File: src/rtl/sha256_pkg.sv
// Constants and types shared by the SHA-256 padder and compression core.
// put_byte writes one big-endian byte lane of a block (byte 0 is the MSB).
package sha256_pkg;

   localparam int BLOCK_W = 512;
   localparam int BLK_BYTES = 64;
   localparam int LEN_POS = 56;
   localparam logic [7:0] PAD_BYTE = 8'h80;

   typedef enum logic [1:0] {
      FILL,
      PAD,
      EMIT,
      TAIL
   } pad_state_t;

   function automatic logic [BLOCK_W-1:0] put_byte(input logic [BLOCK_W-1:0] blk,
                                                   input logic [5:0] pos,
                                                   input logic [7:0] val);
      logic [BLOCK_W-1:0] res;
      res = blk;
      for (int k = 0; k < BLK_BYTES; k++) begin
         if (pos == 6'(k)) begin
            res[BLOCK_W-1-8*k -: 8] = val;
         end
      end
      return res;
   endfunction

endpackage

File: src/rtl/sha256_padder.sv
// Byte-stream to padded 512-bit block converter for the SHA-256 core.
// Emits data, 0x80, zero fill and the 64-bit bit length, one block per handshake.
module sha256_padder
   import sha256_pkg::*;
#(
   parameter int CNT_W = 32
) (
   input  logic               clk,
   input  logic               rst,
   input  logic               in_valid,
   output logic               in_ready,
   input  logic [7:0]         in_data,
   input  logic               in_last,
   output logic               blk_valid,
   input  logic               blk_ready,
   output logic [BLOCK_W-1:0] blk_data,
   output logic               blk_first,
   output logic               blk_last
);

   pad_state_t         state_reg, state_next;
   logic [BLOCK_W-1:0] blk_reg, blk_next;
   logic [5:0]         idx_reg, idx_next;
   logic [CNT_W-1:0]   cnt_reg, cnt_next;
   logic               mark_reg, mark_next;
   logic               tail_reg, tail_next;
   logic               first_reg, first_next;
   logic               last_reg, last_next;
   logic [63:0]        len_field;

   // Bit length is the byte count shifted by three, zero-extended to 64 bits.
   assign len_field = 64'({cnt_reg, 3'b000});

   assign in_ready  = !rst && (state_reg == FILL);
   assign blk_valid = !rst && (state_reg == EMIT);
   assign blk_first = blk_valid && first_reg;
   assign blk_last  = blk_valid && last_reg;
   assign blk_data  = blk_reg;

   always_comb begin
      state_next = state_reg;
      blk_next   = blk_reg;
      idx_next   = idx_reg;
      cnt_next   = cnt_reg;
      mark_next  = mark_reg;
      tail_next  = tail_reg;
      first_next = first_reg;
      last_next  = last_reg;
      case (state_reg)
         FILL: begin
            if (in_valid) begin
               blk_next = put_byte(blk_reg, idx_reg, in_data);
               idx_next = idx_reg + 6'd1;
               cnt_next = cnt_reg + {{(CNT_W-1){1'b0}}, 1'b1};
               if (in_last && idx_reg == 6'd63) begin
                  // Block is full of data: marker and length both go in a tail block.
                  state_next = EMIT;
                  mark_next  = 1'b1;
                  tail_next  = 1'b1;
                  last_next  = 1'b0;
               end else if (in_last) begin
                  state_next = PAD;
               end else if (idx_reg == 6'd63) begin
                  state_next = EMIT;
                  last_next  = 1'b0;
               end
            end
         end
         PAD: begin
            blk_next = put_byte(blk_reg, idx_reg, PAD_BYTE);
            if (idx_reg <= 6'(LEN_POS - 1)) begin
               blk_next[63:0] = len_field;
               last_next      = 1'b1;
            end else begin
               tail_next = 1'b1;
               last_next = 1'b0;
            end
            state_next = EMIT;
         end
         EMIT: begin
            if (blk_ready) begin
               blk_next   = '0;
               idx_next   = 6'd0;
               first_next = 1'b0;
               if (last_reg) begin
                  cnt_next   = '0;
                  first_next = 1'b1;
               end
               state_next = tail_reg ? TAIL : FILL;
            end
         end
         TAIL: begin
            if (mark_reg) begin
               blk_next[BLOCK_W-1 -: 8] = PAD_BYTE;
            end
            blk_next[63:0] = len_field;
            mark_next      = 1'b0;
            tail_next      = 1'b0;
            last_next      = 1'b1;
            state_next     = EMIT;
         end
         default: state_next = FILL;
      endcase
   end

   always_ff @(posedge clk) begin
      if (rst) begin
         state_reg <= FILL;
         blk_reg   <= '0;
         idx_reg   <= 6'd0;
         cnt_reg   <= '0;
         mark_reg  <= 1'b0;
         tail_reg  <= 1'b0;
         first_reg <= 1'b1;
         last_reg  <= 1'b0;
      end else begin
         state_reg <= state_next;
         blk_reg   <= blk_next;
         idx_reg   <= idx_next;
         cnt_reg   <= cnt_next;
         mark_reg  <= mark_next;
         tail_reg  <= tail_next;
         first_reg <= first_next;
         last_reg  <= last_next;
      end
   end

endmodule
File: config.mk
export PLATFORM = sky130hd
export DESIGN_NAME = sha256_padder
export DESIGN_NICKNAME = d
export VERILOG_FILES = /design/src/rtl/sha256_pkg.sv /design/src/rtl/sha256_padder.sv
export SDC_FILE = /design/constraint.sdc
export NUM_CORES = 1
export LEC_CHECK = 0
export CAP_MARGIN = 20
export CORE_ASPECT_RATIO = 0.6
export CORE_MARGIN = 2
export CORE_UTILIZATION = 52
export CTS_CLUSTER_DIAMETER = 50
export CTS_CLUSTER_SIZE = 20
export DETAILED_ROUTE_END_ITERATION = 7
export DONT_BUFFER_PORTS = 1
export MAX_ROUTING_LAYER = met4
export PLACE_DENSITY = 0.7
export SYNTH_ARGS = -nofsm -noshare
export SYNTH_HDL_FRONTEND = slang
export SYNTH_SLANG_ARGS = --single-unit
File: constraint.sdc
create_clock -name clk -period 2.1 [get_ports clk]
set_input_delay 0.42 -clock clk [delete_from_list [all_inputs] [get_ports clk]]
set_output_delay 0.42 -clock clk [all_outputs]
set_load 0.02 [all_outputs]
## Word level (Yosys, flattened, before mapping)

Index checks and enable logic that the tools add are counted.

| cells by class | value |
|---|---|
| eq/ne operators | 203 |
| add/subtract/negate cells | 2 |
| reduce and logical (&&, ||, !) cells | 84 |
| $lt $le $gt $ge | 1 |
| multiplexer cells | 161 |

Operators by type and width:

| operator | count |
|---|---|
| one-hot mux 440 bit (3 select lines) | 1 |
| 2-to-1 mux 8 bit | 129 |
| 2-to-1 mux 512 bit | 2 |
| AND reduction 5 bit | 56 |
| one-hot mux 64 bit (4 select lines) | 1 |
| == test 6 bit, second input constant | 32 |
| != test 2 x 1 -> 1 bit, second input constant | 65 |
| != test 2 bit, second input constant | 61 |
| == test 6 x 5 -> 1 bit, second input constant | 16 |
| 2-to-1 mux 32 bit | 3 |
| 2-to-1 mux 64 bit | 1 |
| one-hot mux 32 bit (2 select lines) | 1 |
| == test 6 x 4 -> 1 bit, second input constant | 8 |
| AND reduction 4 bit | 11 |
| adder 32 x 1 -> 32 bit, second input constant | 1 |
| one-hot mux 8 bit (4 select lines) | 1 |
| == test 6 x 3 -> 1 bit, second input constant | 4 |
| != test 3 bit, second input constant | 8 |
| == test 6 x 2 -> 1 bit, second input constant | 2 |
| 2-to-1 mux 2 bit | 6 |
| 2-to-1 mux 6 bit | 2 |
| one-hot mux 6 bit (2 select lines) | 1 |
| 2-to-1 mux 1 bit | 9 |
| AND reduction 3 bit | 3 |
| 19 further kinds | 27 |

| storage, ports and cells | value |
|---|---|
| input bits | 13 |
| register bits | 556 |
| output and inout bits | 516 |
| word-level logic and storage cells | 522 |

## Longest topological paths before layout

| depth | value |
|---|---|
| word-level depth | 6 |
| mapped depth | 10 |
| gate-level depth less buffers | 7 |

## Worst setup path after synthesis

No wires, ideal clock.

| timing path | value |
|---|---|
| path type | reg2reg |
| from | register state_reg[0] |
| to | register blk_reg[100], in the netlist blk_data[100] |
| slack | -0.071 ns |
| period minus slack after synthesis | 2.171 ns |
| data required time | 1.972 ns |
| buffers on the path | 3 |
| library setup time | 0.128 ns |
| arrival time | 2.044 ns |
| cell stages (with the launch flop) | 11 |
| path through | dfxtp_1 -> inv_1 -> ha_1 -> buf_6 -> nor2b_4 -> or3_1 -> buf_6 -> buf_12 -> nor2_8 -> mux2i_1 -> nor2_1 |

| on the way | value |
|---|---|
| cells in the longest elaborated chain, start to end | 3 |
| elaborated cells between the ends (all ways) | 10 |
| classes of those cells | 6 x eq/ne; 1 x mux; 3 x reduce/logical |

Ends and longest elaborated chain:

| item | RTL line | source |
|---|---|---|
| start, declared | sha256_padder.sv:21 | `pad_state_t state_reg, state_next;` |
| start signal, assigned | sha256_padder.sv:117 | `state_reg <= state_next;` |
| == test 2 x 1 -> 1 bit, or another cell as far along | sha256_padder.sv:49 | `case (state_reg)` |
| != test 2 bit (no source line), or another cell as far along | -- |  |
| AND reduction 5 bit (no source line) | -- |  |
| end signal, assigned | sha256_padder.sv:118 | `blk_reg <= blk_next;` |
| end, declared | sha256_padder.sv:22 | `logic [BLOCK_W-1:0] blk_reg, blk_next;` |

Several ways; a longest one is shown, not always the timed one.
A chain may end at the register's enable or synchronous reset.

## Worst setup path after layout

| timing path | value |
|---|---|
| from | register idx_reg[0] |
| to | register blk_reg[376], in the netlist blk_data[376] |

| on the way | value |
|---|---|
| cells in the longest elaborated chain, start to end | 3 |
| elaborated cells between the ends (all ways) | 4 |
| classes of those cells | 3 x eq/ne; 1 x reduce/logical |

Ends and longest elaborated chain:

| item | RTL line | source |
|---|---|---|
| start, declared | sha256_padder.sv:23 | `logic [5:0] idx_reg, idx_next;` |
| start signal, assigned | sha256_padder.sv:119 | `idx_reg <= idx_next;` |
| == test 6 x 5 -> 1 bit (*) | sha256_pkg.sv:23 | `if (pos == 6'(k)) begin` |
| != test 2 bit (no source line) / != test 2 x 1 -> 1 bit (equally long branches) | -- |  |
| AND reduction 5 bit (no source line) (*) | -- |  |

Every way passes the cells marked *; elsewhere a longest branch is shown, timed or not.

==> reports/metrics.csv <==
stage;metric;value;unit
status;status;finished, violations left;
status;failing checks;hold timing, slew limit, setup timing;
place;Final GP Congestion;0.963;
sta;Hold WS;-0.0452;ns
route;DR pass1 iterations;5;
setup_path;Crit-path slowest cell;dfxtp_1;
synth;Post-Synth Adder-Cell Area;0.636;%
layout;Filler cells;3309;
sta;Final WS setup;-0.0948;ns
setup_path;WP data arrival;2.53;ns
clock_tree;latest clock arrival within the worst-skew pair;0.56;ns
grt;number of global-route vias before repair;15300;
synth;largest family of logic cells by synthesized area;multiplexers;
setup_path;critical path launch point type;flip-flop;
hold_path;Tightest Hold Check Type;in -> reg;
synth;Synthesized Nets;2205;
synth;sequential area share after synthesis;51.4;%
setup_path;critical path class;reg -> reg;
synth;Post-Syn Area;21700;sq um
layout;fin area;25500;sq um
synth;synth warn;0;
layout;Nets;2260;
setup_path;Required @ worst endpoint;2.43;ns
place;DPL Wire Length;46100;um
synth;number of synthesized flops with an enable pin;0;
sta;relative slew slack;-79.0;%
sta;actual slew at the worst max-slew pin;2.69;ns
clock_tree;CTS Sinks;556;
floorplan;io pins;529;
place;pre-CTS setup slack;-0.203;ns
route;Detail Route Antenna Nets;0;
synth;post-synthesis simple-gate area fraction;15.9;%
sta;Final Setup Violations;146;
sta;Period Utilization, post-route;105;%
synth;Cells after Synth;2181;
floorplan;Initial Utilization;53.1;%
setup_path;Critical Path End Type;flip-flop;
place;area post-placement;23700;sq um
grt;largest net degree at the start of global routing;527;
layout;synthesis-to-finish area growth;17.6;%
layout;area of the multi-input gates;10100;sq um
synth;post-synthesis compound-gate area fraction;6.48;%
layout;storage element area;11100;sq um
floorplan;Core Area;40800;sq um
clock_tree;Root Driver;clkbuf_16;
flow_run;MaxCap Viol Count;0;
synth;post-synthesis mux area share;21.6;%
route;DRC viols;0;
floorplan;die height;162;um
synth;Synth Area in XOR/XNOR;0.890;%
pwr;Leak;0.0116;uW
route;WL/cell;24.4;um
sta;clock skew;0.0221;ns
setup_path;Worst Path Max Fanout;9;
route;Iteration-0 DRC Markers;1590;
pwr;pwr dens;1250;nW/um^2
synth;Syn Area/Cell;9.93;sq um
sta;RSZ-0062 raised after global routing;true;
sta;Max Freq;0.456;GHz
grt;number of antenna violations at the first check in global routing;1;
setup_path;critical-path cell list;inv_1, ha_1, nor3b_4, buf_4, a21oi_1, nor2_8, mux2i_1, nor2_1;
clock_tree;clock buffer depth;3;
sta;Final Max Tran Viols;351;
floorplan;Rows;57;
clock_tree;CTS buffer count;39;
synth;Synth Flop Type;dfxtp_1;
layout;ant diodes;0;
grt;global-route wire length before repair;98000;um
pwr;worst vdd ir;774;uV
floorplan;Die ar.;43300;sq um
route;vias post-DR;16200;
grt;Total GRT Usage;30.6;%
place;IO Port Bufs;0;
route;DR vias/cell;5.77;
clock_tree;CTS tree;done;
synth;asr flop ratio synth;0;%
clock_tree;H-Tree Depth;2;
synth;flops & latches, synth;556;
synth;library cells used by synthesis;54;
layout;max reg flops;512;
clock_tree;Clock transition at path regs;0.08;ns
sta;Hold Vio Cnt, Final;30;
route;drt total wl;68500;um
setup_path;CP peak stage delay;0.34;ns
layout;layout cells sized above 1;15.5;%
grt;GRT overflow;0;
floorplan;die width;267;um
setup_path;worst path bufs/invs;2;
setup_path;Worst path top cell family by delay;simple AND/OR/NAND/NOR gates;
sta;Final min period;2.19;ns
[synthesized netlist by cell type (4+ instances only)]
cell      instances  share of area, %
a211oi_1         38               1.3
a211oi_2         10              0.58
a21oi_1          64               1.5
and2_1           12              0.35
and3_1           11              0.32
buf_1             4             0.069
buf_2            29              0.67
clkbuf_1        119               2.1
dfxtp_1         556                51
ha_1             11              0.64
inv_1             9              0.16
mux2i_1         463                21
nand2_1          29              0.50
nand2b_1          5              0.14
nand3_1          24              0.55
nand3b_1         10              0.35
nand4_1          14              0.40
nor2_1          599                10
nor2_4            5              0.26
nor2_8           10              0.92
nor2b_1          12              0.35
nor3_1           14              0.32
nor3b_1           4              0.14
o21a_1           10              0.35
o21ai_0           9              0.21
o21ai_2          43               1.7
or3_1             6              0.17
xnor2_1           9              0.36
xor2_1           13              0.53
[per-stage QoR]
stage	util (%)	power, uW	instances	TNS, ns
floorplan	-	20100	2181	0
global placement	58.0	23600	2732	-3.18
detailed placement	58.0	23800	2732	-7.30
CTS	61.5	31700	2794	-0.942
global route	62.4	33100	2809	-1.31
finish	62.4	31900	2809	-2.97
[final timing paths]
| path | startpoint | end | slack, ns | cells after the start |
|---|---|---|---|---|
| max | idx_reg[0]$_SDFFE_PP0P_ | blk_data[376]$_SDFFE_PP0P_ | -0.09 | 8 |
| min | rst | blk_data[63]$_SDFFE_PP0P_ | -0.05 | 1 |
| max reg2reg | idx_reg[0]$_SDFFE_PP0P_ | blk_data[376]$_SDFFE_PP0P_ | -0.09 | 8 |
| min reg2reg | cnt_reg[27]$_SDFFE_PP0P_ | cnt_reg[27]$_SDFFE_PP0P_ | 0.51 | 2 |
[power breakdown]
part	total, uW	switching (uW)	internal [uW]
registers	14800	2900	11900
logic	9410	5100	4310
clock network	7680	3890	3790
[final cells by class]
class,instances,share of cell area [%]
Inverter,9,0.152
Sequential cell,556,43.7
Multi-Input combinational cell,1463,39.8
Tap cell,560,2.75
Clock inverter,12,0.688
Timing Repair Buffer,167,8.79
Clock buffer,42,4.08
[placed cells by master (no fill, tap or decap), types with 4 or more instances in the layout]
master / instances
nor2b_1: 4
o21ai_4: 6
nand3b_1: 10
nor2b_4: 9
and2_1: 10
nand3_1: 24
clkinv_8: 4
nor2_8: 10
nand4_1: 14
a21oi_1: 61
nand2_1: 29
o21a_1: 10
nor3_1: 13
xnor2_1: 9
dfxtp_1: 552
nand2b_1: 5
or3_1: 5
mux2i_1: 461
ha_1: 7
o21ai_0: 8
clkbuf_16: 45
xor2_1: 13
buf_6: 6
and3_1: 10
nor2_4: 8
nor2_1: 597
a211oi_1: 30
a211oi_2: 18
buf_12: 69
o21ai_2: 38
inv_1: 7
buf_4: 86
[cell families after synthesis]
group	Yosys count
buffers and inverters	164
AO/OA/AOI/OAI	192
XOR/XNOR	22
adder cells (fa/ha/maj)	11
AND/OR/NAND/NOR	770
flip-flops	556
multiplexers	466
[routing by layer]
metal | vias up | part of all wire (%) | track usage (%)
li1 | 7474 | - | -
met1 | 7886 | 42 | 39.5
met2 | 726 | 44 | 45.7
met3 | 125 | 11 | 9.69
met4 | 0 | 2.8 | 9.32
met5 | - | 0 | -
[what timing repair did]
| item | 4_1_cts | 5_1_grt |
|---|---|---|
| endpoints found under the hold margin | 212 | 189 |
| resized for setup | 21 | 35 |
| endpoints found under the setup margin | 126 | 447 |
| pin swaps | 9 | 26 |
| cloned | 3 | 5 |
| buffers inserted | 5 | 10 |
No activity file was read; power rests on OpenSTA's default activity.
